`src/rtl/ext_port_agent_if.sv`:
```
// Host-side bundle for ext_port_agent: ingress write channel plus capture read channel.
// The host uses the master modport and the agent uses the slave modport.
interface ext_port_agent_if;
  logic        in_valid;
  logic        in_ready;
  logic [1:0]  in_port;
  logic [7:0]  in_data;
  logic        cap_valid;
  logic        cap_ready;
  logic [1:0]  cap_port;
  logic [7:0]  cap_data;
  logic [15:0] cap_time;
  logic        cap_overflow;
  logic        ovf_clr;

  modport master (
    output in_valid, in_port, in_data, cap_ready, ovf_clr,
    input  in_ready, cap_valid, cap_port, cap_data, cap_time, cap_overflow
  );

  modport slave (
    input  in_valid, in_port, in_data, cap_ready, ovf_clr,
    output in_ready, cap_valid, cap_port, cap_data, cap_time, cap_overflow
  );
endinterface

```
`src/rtl/ext_port_agent.sv`:
```
// ext_port_agent: drives the four processor input ports from a host write
// channel and records changes on the four processor output ports into a
// first-word-fall-through capture FIFO.
// Optional feature: define EXT_PORT_TIMESTAMP_EN to stamp each record with a
// 16-bit free-running cycle count; otherwise cap_time is tied to zero.
//
// Ingress FSM
//   state    | meaning
//   ST_BOOT  | first cycle after reset, in_ready still low
//   ST_READY | in_ready high, waiting for a transfer
//   ST_HOLD  | in_ready low, holdCnt counting down to terminal count 0
module ext_port_agent #(
  parameter int CAP_DEPTH = 4,
  parameter int HOLD_CYC  = 2
) (
  input  logic             clk,
  input  logic             Reset,
  ext_port_agent_if.slave  bus,
  output logic [7:0]       InpExtWorld1,
  output logic [7:0]       InpExtWorld2,
  output logic [7:0]       InpExtWorld3,
  output logic [7:0]       InpExtWorld4,
  input  logic [7:0]       OutExtWorld1,
  input  logic [7:0]       OutExtWorld2,
  input  logic [7:0]       OutExtWorld3,
  input  logic [7:0]       OutExtWorld4
);

  localparam int              AW         = $clog2(CAP_DEPTH);
  localparam int              CW         = AW + 1;
  localparam bit              HOLD_EN    = (HOLD_CYC > 0);
  localparam logic [3:0]      HOLD_LOAD  = HOLD_EN ? 4'(HOLD_CYC - 1) : 4'd0;
  localparam logic [CW-1:0]   FULL_COUNT = CW'(CAP_DEPTH);

  typedef enum logic [1:0] {ST_BOOT, ST_READY, ST_HOLD} ingState_t;

  ingState_t       ingState;
  logic [3:0]      holdCnt;
  logic            inReady;
  logic            xfer;
  logic [3:0][7:0] inpPort;

  logic [3:0][7:0] outNow;
  logic [3:0][7:0] outPrev;
  logic [3:0]      changed;
  logic [3:0]      pending;
  logic [3:0]      pushMask;
  logic [1:0]      pushPort;
  logic            pushReq;

  logic [CW-1:0]   count;
  logic [AW-1:0]   wrPtr;
  logic [AW-1:0]   rdPtr;
  logic [1:0]      memPort [CAP_DEPTH];
  logic [7:0]      memData [CAP_DEPTH];
  logic            full;
  logic            capValid;
  logic            pop;
  logic            doWrite;
  logic            drop;
  logic            ovfFlag;

  assign xfer         = bus.in_valid && inReady;
  assign bus.in_ready = inReady;

  assign InpExtWorld1 = inpPort[0];
  assign InpExtWorld2 = inpPort[1];
  assign InpExtWorld3 = inpPort[2];
  assign InpExtWorld4 = inpPort[3];

  // Ingress handshake: in_ready rises one edge after reset and drops for HOLD_CYC cycles per transfer.
  always_ff @(posedge clk or negedge Reset) begin
    if (!Reset) begin
      ingState <= ST_BOOT;
      holdCnt  <= 4'd0;
      inReady  <= 1'b0;
    end else begin
      case (ingState)
        ST_BOOT: begin
          ingState <= ST_READY;
          inReady  <= 1'b1;
        end
        ST_READY: begin
          if (xfer && HOLD_EN) begin
            ingState <= ST_HOLD;
            inReady  <= 1'b0;
            holdCnt  <= HOLD_LOAD;
          end
        end
        ST_HOLD: begin
          if (holdCnt == 4'd0) begin
            ingState <= ST_READY;
            inReady  <= 1'b1;
          end else begin
            holdCnt <= holdCnt - 4'd1;
          end
        end
        default: begin
          ingState <= ST_BOOT;
          inReady  <= 1'b0;
        end
      endcase
    end
  end

  // Selected input port takes the ingress byte on a transfer; the rest hold.
  always_ff @(posedge clk or negedge Reset) begin
    if (!Reset) begin
      inpPort <= '0;
    end else if (xfer) begin
      inpPort[bus.in_port] <= bus.in_data;
    end
  end

  assign outNow = {OutExtWorld4, OutExtWorld3, OutExtWorld2, OutExtWorld1};

  // Compare each output port against its copy from the previous cycle.
  always_comb begin
    changed = '0;
    for (int i = 0; i < 4; i++) begin
      changed[i] = (outNow[i] != outPrev[i]);
    end
  end

  // Lowest-index pending port wins the single push slot; descending scan lets it overwrite.
  always_comb begin
    pushMask = '0;
    pushPort = '0;
    for (int i = 3; i >= 0; i--) begin
      if (pending[i]) begin
        pushMask = 4'b0001 << i;
        pushPort = 2'(i);
      end
    end
  end

  assign pushReq  = |pending;
  assign full     = (count == FULL_COUNT);
  assign capValid = (count != '0);
  assign pop      = capValid && bus.cap_ready;
  assign doWrite  = pushReq && (!full || pop);
  assign drop     = pushReq && full && !pop;

  // Change detector: new changes merge into pending; the pushed (or dropped) bit clears.
  always_ff @(posedge clk or negedge Reset) begin
    if (!Reset) begin
      outPrev <= '0;
      pending <= '0;
    end else begin
      outPrev <= outNow;
      pending <= (pending & ~pushMask) | changed;
    end
  end

  // Capture FIFO pointers, occupancy and storage; power-of-two depth makes pointer wrap free.
  always_ff @(posedge clk or negedge Reset) begin
    if (!Reset) begin
      count <= '0;
      wrPtr <= '0;
      rdPtr <= '0;
      for (int i = 0; i < CAP_DEPTH; i++) begin
        memPort[i] <= '0;
        memData[i] <= '0;
      end
    end else begin
      if (doWrite) begin
        memPort[wrPtr] <= pushPort;
        memData[wrPtr] <= outNow[pushPort];
        wrPtr          <= wrPtr + AW'(1);
      end
      if (pop) begin
        rdPtr <= rdPtr + AW'(1);
      end
      case ({doWrite, pop})
        2'b10:   count <= count + CW'(1);
        2'b01:   count <= count - CW'(1);
        default: count <= count;
      endcase
    end
  end

  // Sticky overflow: a drop in the same cycle as ovf_clr keeps the flag set.
  always_ff @(posedge clk or negedge Reset) begin
    if (!Reset) begin
      ovfFlag <= 1'b0;
    end else if (drop) begin
      ovfFlag <= 1'b1;
    end else if (bus.ovf_clr) begin
      ovfFlag <= 1'b0;
    end
  end

  assign bus.cap_valid    = capValid;
  assign bus.cap_port     = memPort[rdPtr];
  assign bus.cap_data     = memData[rdPtr];
  assign bus.cap_overflow = ovfFlag;

`ifdef EXT_PORT_TIMESTAMP_EN
  logic [15:0] cycCnt;
  logic [15:0] memTime [CAP_DEPTH];

  // Free-running cycle stamp, sampled into the record in its push cycle.
  always_ff @(posedge clk or negedge Reset) begin
    if (!Reset) begin
      cycCnt <= 16'h0000;
      for (int i = 0; i < CAP_DEPTH; i++) begin
        memTime[i] <= 16'h0000;
      end
    end else begin
      cycCnt <= cycCnt + 16'd1;
      if (doWrite) begin
        memTime[wrPtr] <= cycCnt;
      end
    end
  end

  assign bus.cap_time = memTime[rdPtr];
`else
  assign bus.cap_time = 16'h0000;
`endif

endmodule
```
`src/flat_wrapper.sv`:
```
// flat-port wrapper written by rule: the top's interface ports become plain ports
module ext_port_agent_flat 
#(
  parameter int CAP_DEPTH = 4,
  parameter int HOLD_CYC  = 2
)
  (clk, Reset, InpExtWorld1, InpExtWorld2, InpExtWorld3, InpExtWorld4, OutExtWorld1, OutExtWorld2, OutExtWorld3, OutExtWorld4, bus_in_valid, bus_in_port, bus_in_data, bus_cap_ready, bus_ovf_clr, bus_in_ready, bus_cap_valid, bus_cap_port, bus_cap_data, bus_cap_time, bus_cap_overflow);
  ext_port_agent_if bus_i ();
  input  logic clk;
  input  logic Reset;
  output logic [7:0] InpExtWorld1;
  output logic [7:0] InpExtWorld2;
  output logic [7:0] InpExtWorld3;
  output logic [7:0] InpExtWorld4;
  input  logic [7:0] OutExtWorld1;
  input  logic [7:0] OutExtWorld2;
  input  logic [7:0] OutExtWorld3;
  input  logic [7:0] OutExtWorld4;
  input wire logic [$bits(bus_i.in_valid)-1:0] bus_in_valid;
  input wire logic [$bits(bus_i.in_port)-1:0] bus_in_port;
  input wire logic [$bits(bus_i.in_data)-1:0] bus_in_data;
  input wire logic [$bits(bus_i.cap_ready)-1:0] bus_cap_ready;
  input wire logic [$bits(bus_i.ovf_clr)-1:0] bus_ovf_clr;
  output wire logic [$bits(bus_i.in_ready)-1:0] bus_in_ready;
  output wire logic [$bits(bus_i.cap_valid)-1:0] bus_cap_valid;
  output wire logic [$bits(bus_i.cap_port)-1:0] bus_cap_port;
  output wire logic [$bits(bus_i.cap_data)-1:0] bus_cap_data;
  output wire logic [$bits(bus_i.cap_time)-1:0] bus_cap_time;
  output wire logic [$bits(bus_i.cap_overflow)-1:0] bus_cap_overflow;
  assign bus_i.in_valid = bus_in_valid;
  assign bus_i.in_port = bus_in_port;
  assign bus_i.in_data = bus_in_data;
  assign bus_i.cap_ready = bus_cap_ready;
  assign bus_i.ovf_clr = bus_ovf_clr;
  assign bus_in_ready = bus_i.in_ready;
  assign bus_cap_valid = bus_i.cap_valid;
  assign bus_cap_port = bus_i.cap_port;
  assign bus_cap_data = bus_i.cap_data;
  assign bus_cap_time = bus_i.cap_time;
  assign bus_cap_overflow = bus_i.cap_overflow;
  ext_port_agent #(.CAP_DEPTH(CAP_DEPTH), .HOLD_CYC(HOLD_CYC)) u_core (.clk(clk), .Reset(Reset), .bus(bus_i), .InpExtWorld1(InpExtWorld1), .InpExtWorld2(InpExtWorld2), .InpExtWorld3(InpExtWorld3), .InpExtWorld4(InpExtWorld4), .OutExtWorld1(OutExtWorld1), .OutExtWorld2(OutExtWorld2), .OutExtWorld3(OutExtWorld3), .OutExtWorld4(OutExtWorld4));
endmodule
```
`config.mk`:
```
export PLATFORM = sky130hd
export DESIGN_NAME = ext_port_agent_flat
export DESIGN_NICKNAME = d
export VERILOG_FILES = /design/src/rtl/ext_port_agent_if.sv /design/src/rtl/ext_port_agent.sv /design/src/flat_wrapper.sv
export SDC_FILE = /design/constraint.sdc
export NUM_CORES = 1
export LEC_CHECK = 0
export ABC_AREA = 1
export CAP_MARGIN = 20
export CORE_MARGIN = 2
export CORE_UTILIZATION = 31
export DETAILED_ROUTE_END_ITERATION = 8
export GPL_ROUTABILITY_DRIVEN = 0
export PLACE_DENSITY = 0.63
export RECOVER_POWER = 25
export SLEW_MARGIN = 30
export SYNTH_ARGS = -nofsm -noshare
export SYNTH_HDL_FRONTEND = slang
export SYNTH_SLANG_ARGS = --single-unit
export TNS_END_PERCENT = 30
```
`constraint.sdc`:
```
create_clock -name clk -period 2.1 [get_ports clk]
set_input_delay 0.525 -clock clk [delete_from_list [all_inputs] [get_ports clk]]
set_output_delay 0.525 -clock clk [all_outputs]
set_load 0.01 [all_outputs]
```
== After elaboration in Yosys (flattened, before gate mapping) ==
Index checks and enable logic that the tools add are counted.

* Add/sub/neg operators: 5
* Magnitude comparators: 6
* Eq/ne operators: 12
* Mux-type cells: 37
* Bitwise logic cells: 5
* Reduce and logical (&&, ||, !) cells: 19

{| class="wikitable"
|+ Operators with widths
! operator !! count
|-
| $bwmux W32 || 2
|-
| $mux W8 || 5
|-
| $bmux W8 S2 || 2
|-
| $demux W8 S2 || 2
|-
| $ne A8 B8 Y1 || 4
|-
| $mux W4 || 6
|-
| $mux W2 || 9
|-
| $bwmux W8 || 1
|-
| $pmux W4 S2 || 1
|-
| $logic_and A1 B1 Y1 || 7
|-
| $ge A3 B3 Y1 const B || 2
|-
| $lt A2 B3 Y1 const B || 2
|-
| $not A2 Y3 || 2
|-
| $pmux W2 S3 || 1
|-
| $pmux W3 S2 || 1
|-
| $reduce_bool A2 Y1 || 3
|-
| $add A2 B1 Y2 const B || 2
|-
| $and A4 B4 Y4 || 1
|-
| $bmux W2 S2 || 1
|-
| $demux W2 S2 || 1
|-
| $eq A2 B1 Y1 const B || 2
|-
| $eq A2 B2 Y1 const B || 2
|-
| $logic_not A4 Y1 || 1
|-
| $mux W1 || 4
|-
| other kinds (18) || 20
|}

* Flip-flop bits (word level): 123
* Bits of input ports: 47
* Output and inout bits: 61
* Word-level logic and storage cells: 108

== Longest topological paths before layout ==
* Depth after elaboration: 7
* Depth in mapped cells: 9
* Mapped depth without buffers: 9

== Worst setup path before layout ==
OpenSTA, ideal clock, no wires.

* Path type: input to register
* From: in bus_cap_ready
* To: reg u_core.count[2]
* Library setup time: 0.131 ns
* Data arrival time: 1.850 ns
* Required time: 1.969 ns
* Slack: 0.119 ns
* Cell stages on the path: 9
* Path buffers: 0
* Path through: inv_1 -> nand3_2 -> nand2_8 -> ha_1 -> inv_1 -> fa_1 -> a21oi_1 -> o21ai_0 -> xor2_1

* Cells in the longest elaborated chain, start to end: 5
* Elaborated cells on any way between the ends: 7
* Classes of those cells: eq/ne (2); mux (1); reduce/logical (4)

{| class="wikitable"
|+ Ends and longest elaborated chain
! item !! RTL line !! source
|-
| start: declaration || flat_wrapper.sv:22 || <nowiki>input wire logic [$bits(bus_i.cap_ready)-1:0] bus_cap_ready;</nowiki>
|-
| $logic_and A1 B1 Y1 (*) || ext_port_agent.sv:140 || <nowiki>assign pop = capValid && bus.cap_ready;</nowiki>
|-
| $logic_or A1 B1 Y1 || ext_port_agent.sv:141 || <nowiki>assign doWrite = pushReq && (!full || pop);</nowiki>
|-
| $logic_and A1 B1 Y1 || ext_port_agent.sv:141 ||
|-
| $eq A2 B1 Y1 or $eq A2 B2 Y1 (tied branches) || ext_port_agent.sv:174 || <nowiki>case ({doWrite, pop})</nowiki>
|-
| $pmux W3 S2 or $reduce_bool A2 Y1 (tied branches) || - ||
|-
| end signal: assignment || ext_port_agent.sv:175 || <nowiki>2'b10: count <= count + CW'(1);</nowiki>
|-
| end signal: assignment || ext_port_agent.sv:176 || <nowiki>2'b01: count <= count - CW'(1);</nowiki>
|-
| end signal: assignment || ext_port_agent.sv:177 || <nowiki>default: count <= count;</nowiki>
|-
| end: declaration || ext_port_agent.sv:51 || <nowiki>logic [CW-1:0] count;</nowiki>
|}

Every way passes the cells marked *; elsewhere a longest branch is shown, timed or not.
A chain may end at the register's enable or synchronous reset.

== Worst setup path in the final report ==
* From: reg u_core.rdPtr[0]
* To: out bus_cap_data[6]

* Cells in the longest elaborated chain, start to end: 4

{| class="wikitable"
|+ Ends and longest elaborated chain
! item !! RTL line !! source
|-
| start: declaration || ext_port_agent.sv:53 || <nowiki>logic [AW-1:0] rdPtr;</nowiki>
|-
| start signal: assignment || ext_port_agent.sv:172 || <nowiki>rdPtr <= rdPtr + AW'(1);</nowiki>
|-
| $not A2 Y3 (implied by the code) || ext_port_agent.sv:195 || <nowiki>assign bus.cap_data = memData[rdPtr];</nowiki>
|-
| $bmux W8 S2 || ext_port_agent.sv:195 ||
|-
| $mux W8 (implied by the code) (2 in series) || ext_port_agent.sv:195 ||
|-
| end: declaration || flat_wrapper.sv:27 || <nowiki>output wire logic [$bits(bus_i.cap_data)-1:0] bus_cap_data;</nowiki>
|}

Every way passes these cells. The select of a mux whose other input is x is not followed.

==> metrics.yaml <==
timing:
  finalClockSkew_ns: 0.00560
  hold_viol_final: 0
  fmax_ghz: 0.488
  setup_ws_ns: 0.0494
  setup_violations: 0
  maxSlewHeadroom_pct: -21.5
  slew_violations: 28
  period_minus_slack_ns: 2.05
  rsz0062_at_grt: "yes"
  tightest_slew_ns: 1.82
  finalSetupTns_ns: 0
  min_period_over_period_pct: 97.6
floorplan:
  dieArea_um2: 19800
  io_pins: 108
  row_count: 50
  start_util_pct: 31.3
  core_area_um2: 18500
  die_y_um: 141
  die_w_um: 141
layout:
  final_nets: 778
  drive_gt1_share_pct: 16.2
  antenna_cells: 0
  syn2layout_area_growth_pct: 31.2
  fin_area_um2: 7610
cts:
  path_clk_slew_ns: 0.05
  numCtsBuffers: 17
  cts_root_buf: "clkbuf_16"
  h-tree-depth: 4
  clkLatencyLatePin_ns: 0.41
  postCtsHoldBufs: 0
  cts_num_sinks: 123
  cts.path.max_buffers: 2
  cts_tree: "built"
worst_setup_path:
  critical_path.max_fanout: 14
  reg2reg_setup_slack_ns: 0.17
  r2r_end: "u_core.count[2]$_DFFE_PN0P_"
  path_class: "reg -> out"
  r2r_cells: 9
  crit_required_ns: 1.57
  end_kind: "output pin"
  cp.arrival_ns: 1.53
  worstSetupStartpointType: "register"
  r2r_start: "u_core.pending[2]$_DFF_PN0_"
power_and_ir_drop:
  pwr_density_cell_nw_per_um2: 1380
  power_leakage_nw: 3.55
  power_mw: 10.5
  irDropWorstVdd_mv: 0.534
drt:
  drc_errors: 0
  ant_nets: 0
  dr.pass1.iters: 5
  avgViaCountPerCell: 4.56
  wl_per_cell_um: 14.5
  wirelength_mm: 14.0
  vias: 4410
  drt-initial-drc-count: 267
hold_path:
  hold_path_depth: 2
  hold_start: "u_core.memData[11]$_DFFE_PN0P_"
  whs_endpoint: "u_core.memData[11]$_DFFE_PN0P_"
  hold_path_class: "reg -> reg"
run_status:
  violations: "capacitance limit, slew limit"
  status: "complete, but fails checks"
logic_synthesis:
  syn_avg_cell_area_um2: 9.53
  syn_area_um2: 5800
  ys_types: 36
  syn_inst: 608
  yosysSeqAreaShare_pct: 53.1
  ys_ff_latch: 123
  yosys_warnings: 0
placement:
  dp_slack_ns: -0.266
  placed_area_um2: 7050
  portBuffers: 91
  dp_hpwl_mm: 10.1
grt:
  grt_max_degree: 31
  antenna_found_initial: 0
  grt_pass1_vias: 4323
  grt_pass1_wl_mm: 22.6
  overflow: 0
  grt_use_total_pct: 14.8
flow_run:
  maxCapViolations: 1
==> logic make-up (layout without fill, tap and decap cells) <==
group / count (synthesis) / count (layout) / share of synthesized area (%)
compound gates: 85 / 85 / 8.12
xor+xnor: 32 / 32 / 4.84
fa+ha+maj: 8 / 8 / 1.86
buf+inv: 81 / 192 / 7.60
flops: 123 / 123 / 53.1
other cells: 1 / 16 / 0.0647
simple gates: 278 / 278 / 24.4
==> state kept, by name, summed over array words and instances, names as in the netlist, 2 cells and up <==
| name | cells |
|---|---|
| u_core.InpExtWorld4 | 8 |
| u_core.holdCnt | 4 |
| u_core.memData | 32 |
| u_core.outPrev | 32 |
| u_core.wrPtr | 2 |
| u_core.count | 3 |
| u_core.InpExtWorld2 | 8 |
| u_core.pending | 4 |
| u_core.rdPtr | 2 |
| u_core.ingState | 2 |
| u_core.InpExtWorld1 | 8 |
| u_core.memPort | 8 |
| u_core.InpExtWorld3 | 8 |
==> where the power goes <==
| part | total, mW | switching, mW | internal [mW] |
|---|---|---|---|
| Clock | 2.75 | 0.998 | 1.75 |
| Sequential | 3.62 | 0.453 | 3.17 |
| Combinational | 4.15 | 2.25 | 1.90 |
==> placed cells by master, fill, tap and decap left out, types with 5 or more instances in the layout <==
cell type        count
clkbuf_16           17
buf_2                8
nand3_1             60
xnor2_1             12
buf_12               5
nor2_1              44
nand3_4              6
nor2_8               5
nand2_1            137
a21oi_1             14
inv_2                7
buf_4               17
o22ai_1              8
nand3_2              7
inv_1               34
o21ai_0             18
xor2_1              20
conb_1              16
ha_1                 7
o21ai_2              9
dfrtp_1            123
clkinv_2             6
clkdlybuf4s50_1     79
clkbuf_8             5
o21ai_1             32
==> stage by stage <==
stage	util, %	std cells	hold WS, ns
2_1_floorplan	-	623	0.229
3_5_place_dp	38.1	938	0.461
6_report	41.1	968	0.474
4_1_cts	41.2	968	0.0525
3_3_place_gp	38.1	938	0.460
5_1_grt	41.1	968	0.492
==> per-layer routing <==
metal / GRT usage [%] / share of wire, %
met1: 19.3 / 45
met3: 3.50 / 3.9
met2: 24.1 / 50
met5: 0 / 0
met4: 5.74 / 1.7
==> cells in the mapped netlist <==
cell type,number,share of area [%]
o21ai_0,27,2.3
nor3_4,1,0.28
o21ai_2,8,1.2
fa_1,1,0.35
nand3_1,60,5.2
nor2_1,44,2.8
nor3_1,3,0.26
o22ai_1,12,1.3
nand2_1,137,8.9
inv_6,1,0.15
or2_2,3,0.32
inv_2,6,0.39
nand3b_1,1,0.13
ha_1,7,1.5
buf_4,18,2.3
nand3_2,7,1.2
nand3_4,6,1.8
nand4_1,4,0.43
clkbuf_1,6,0.39
inv_1,35,2.3
conb_1,1,0.065
buf_12,1,0.35
o21ai_1,24,2.1
nand2_8,1,0.35
buf_6,4,0.78
nor2_2,1,0.11
a21oi_1,14,1.2
xnor2_1,12,1.8
nand2_4,2,0.39
buf_2,6,0.52
inv_4,4,0.43
xor2_1,20,3.0
dfrtp_1,123,53
nor2_4,2,0.39
nor2_8,5,1.7
nand2_2,1,0.11
==> worst max-delay path: stages (launching register included) <==
cell,delay (ns)
dfrtp_1,0.42
inv_2,0.10
buf_12,0.13
o21ai_1,0.07
o22ai_1,0.21
buf_2,0.18
==> area by class of cell <==
type	count	area (µm²)
clock buffers	22	494
clock inverters	8	67.6
fillers	1834	10900
inverters	46	188
multi-input cells	419	2370
flip-flops and latches	123	3080
well taps	234	293
repair buffers	116	1120
==> worst max-delay path by stage <==
stage / from / endpoint / slack (ns) / cells after the start
6_report: u_core.rdPtr[0]$_DFFE_PN0P_ / bus_cap_data[6] / 0.05 / 5
3_5_place_dp: bus_cap_ready / u_core.count[2]$_DFFE_PN0P_ / -0.27 / 9
5_1_grt: u_core.rdPtr[0]$_DFFE_PN0P_ / bus_cap_data[6] / -0.03 / 5
4_1_cts: u_core.rdPtr[0]$_DFFE_PN0P_ / bus_cap_data[7] / -0.03 / 5
3_3_place_gp: bus_cap_ready / u_core.count[2]$_DFFE_PN0P_ / -0.23 / 9
2_1_floorplan: bus_cap_ready / u_core.count[2]$_DFFE_PN0P_ / 0.12 / 9
==> what timing repair did <==
item,in CTS,in global routing
buffers inserted,0,0
resized for setup,39,19
pin swaps,2,2
setup endpoints to repair,11,10
Note: power is estimated with default switching activity, not from simulation.
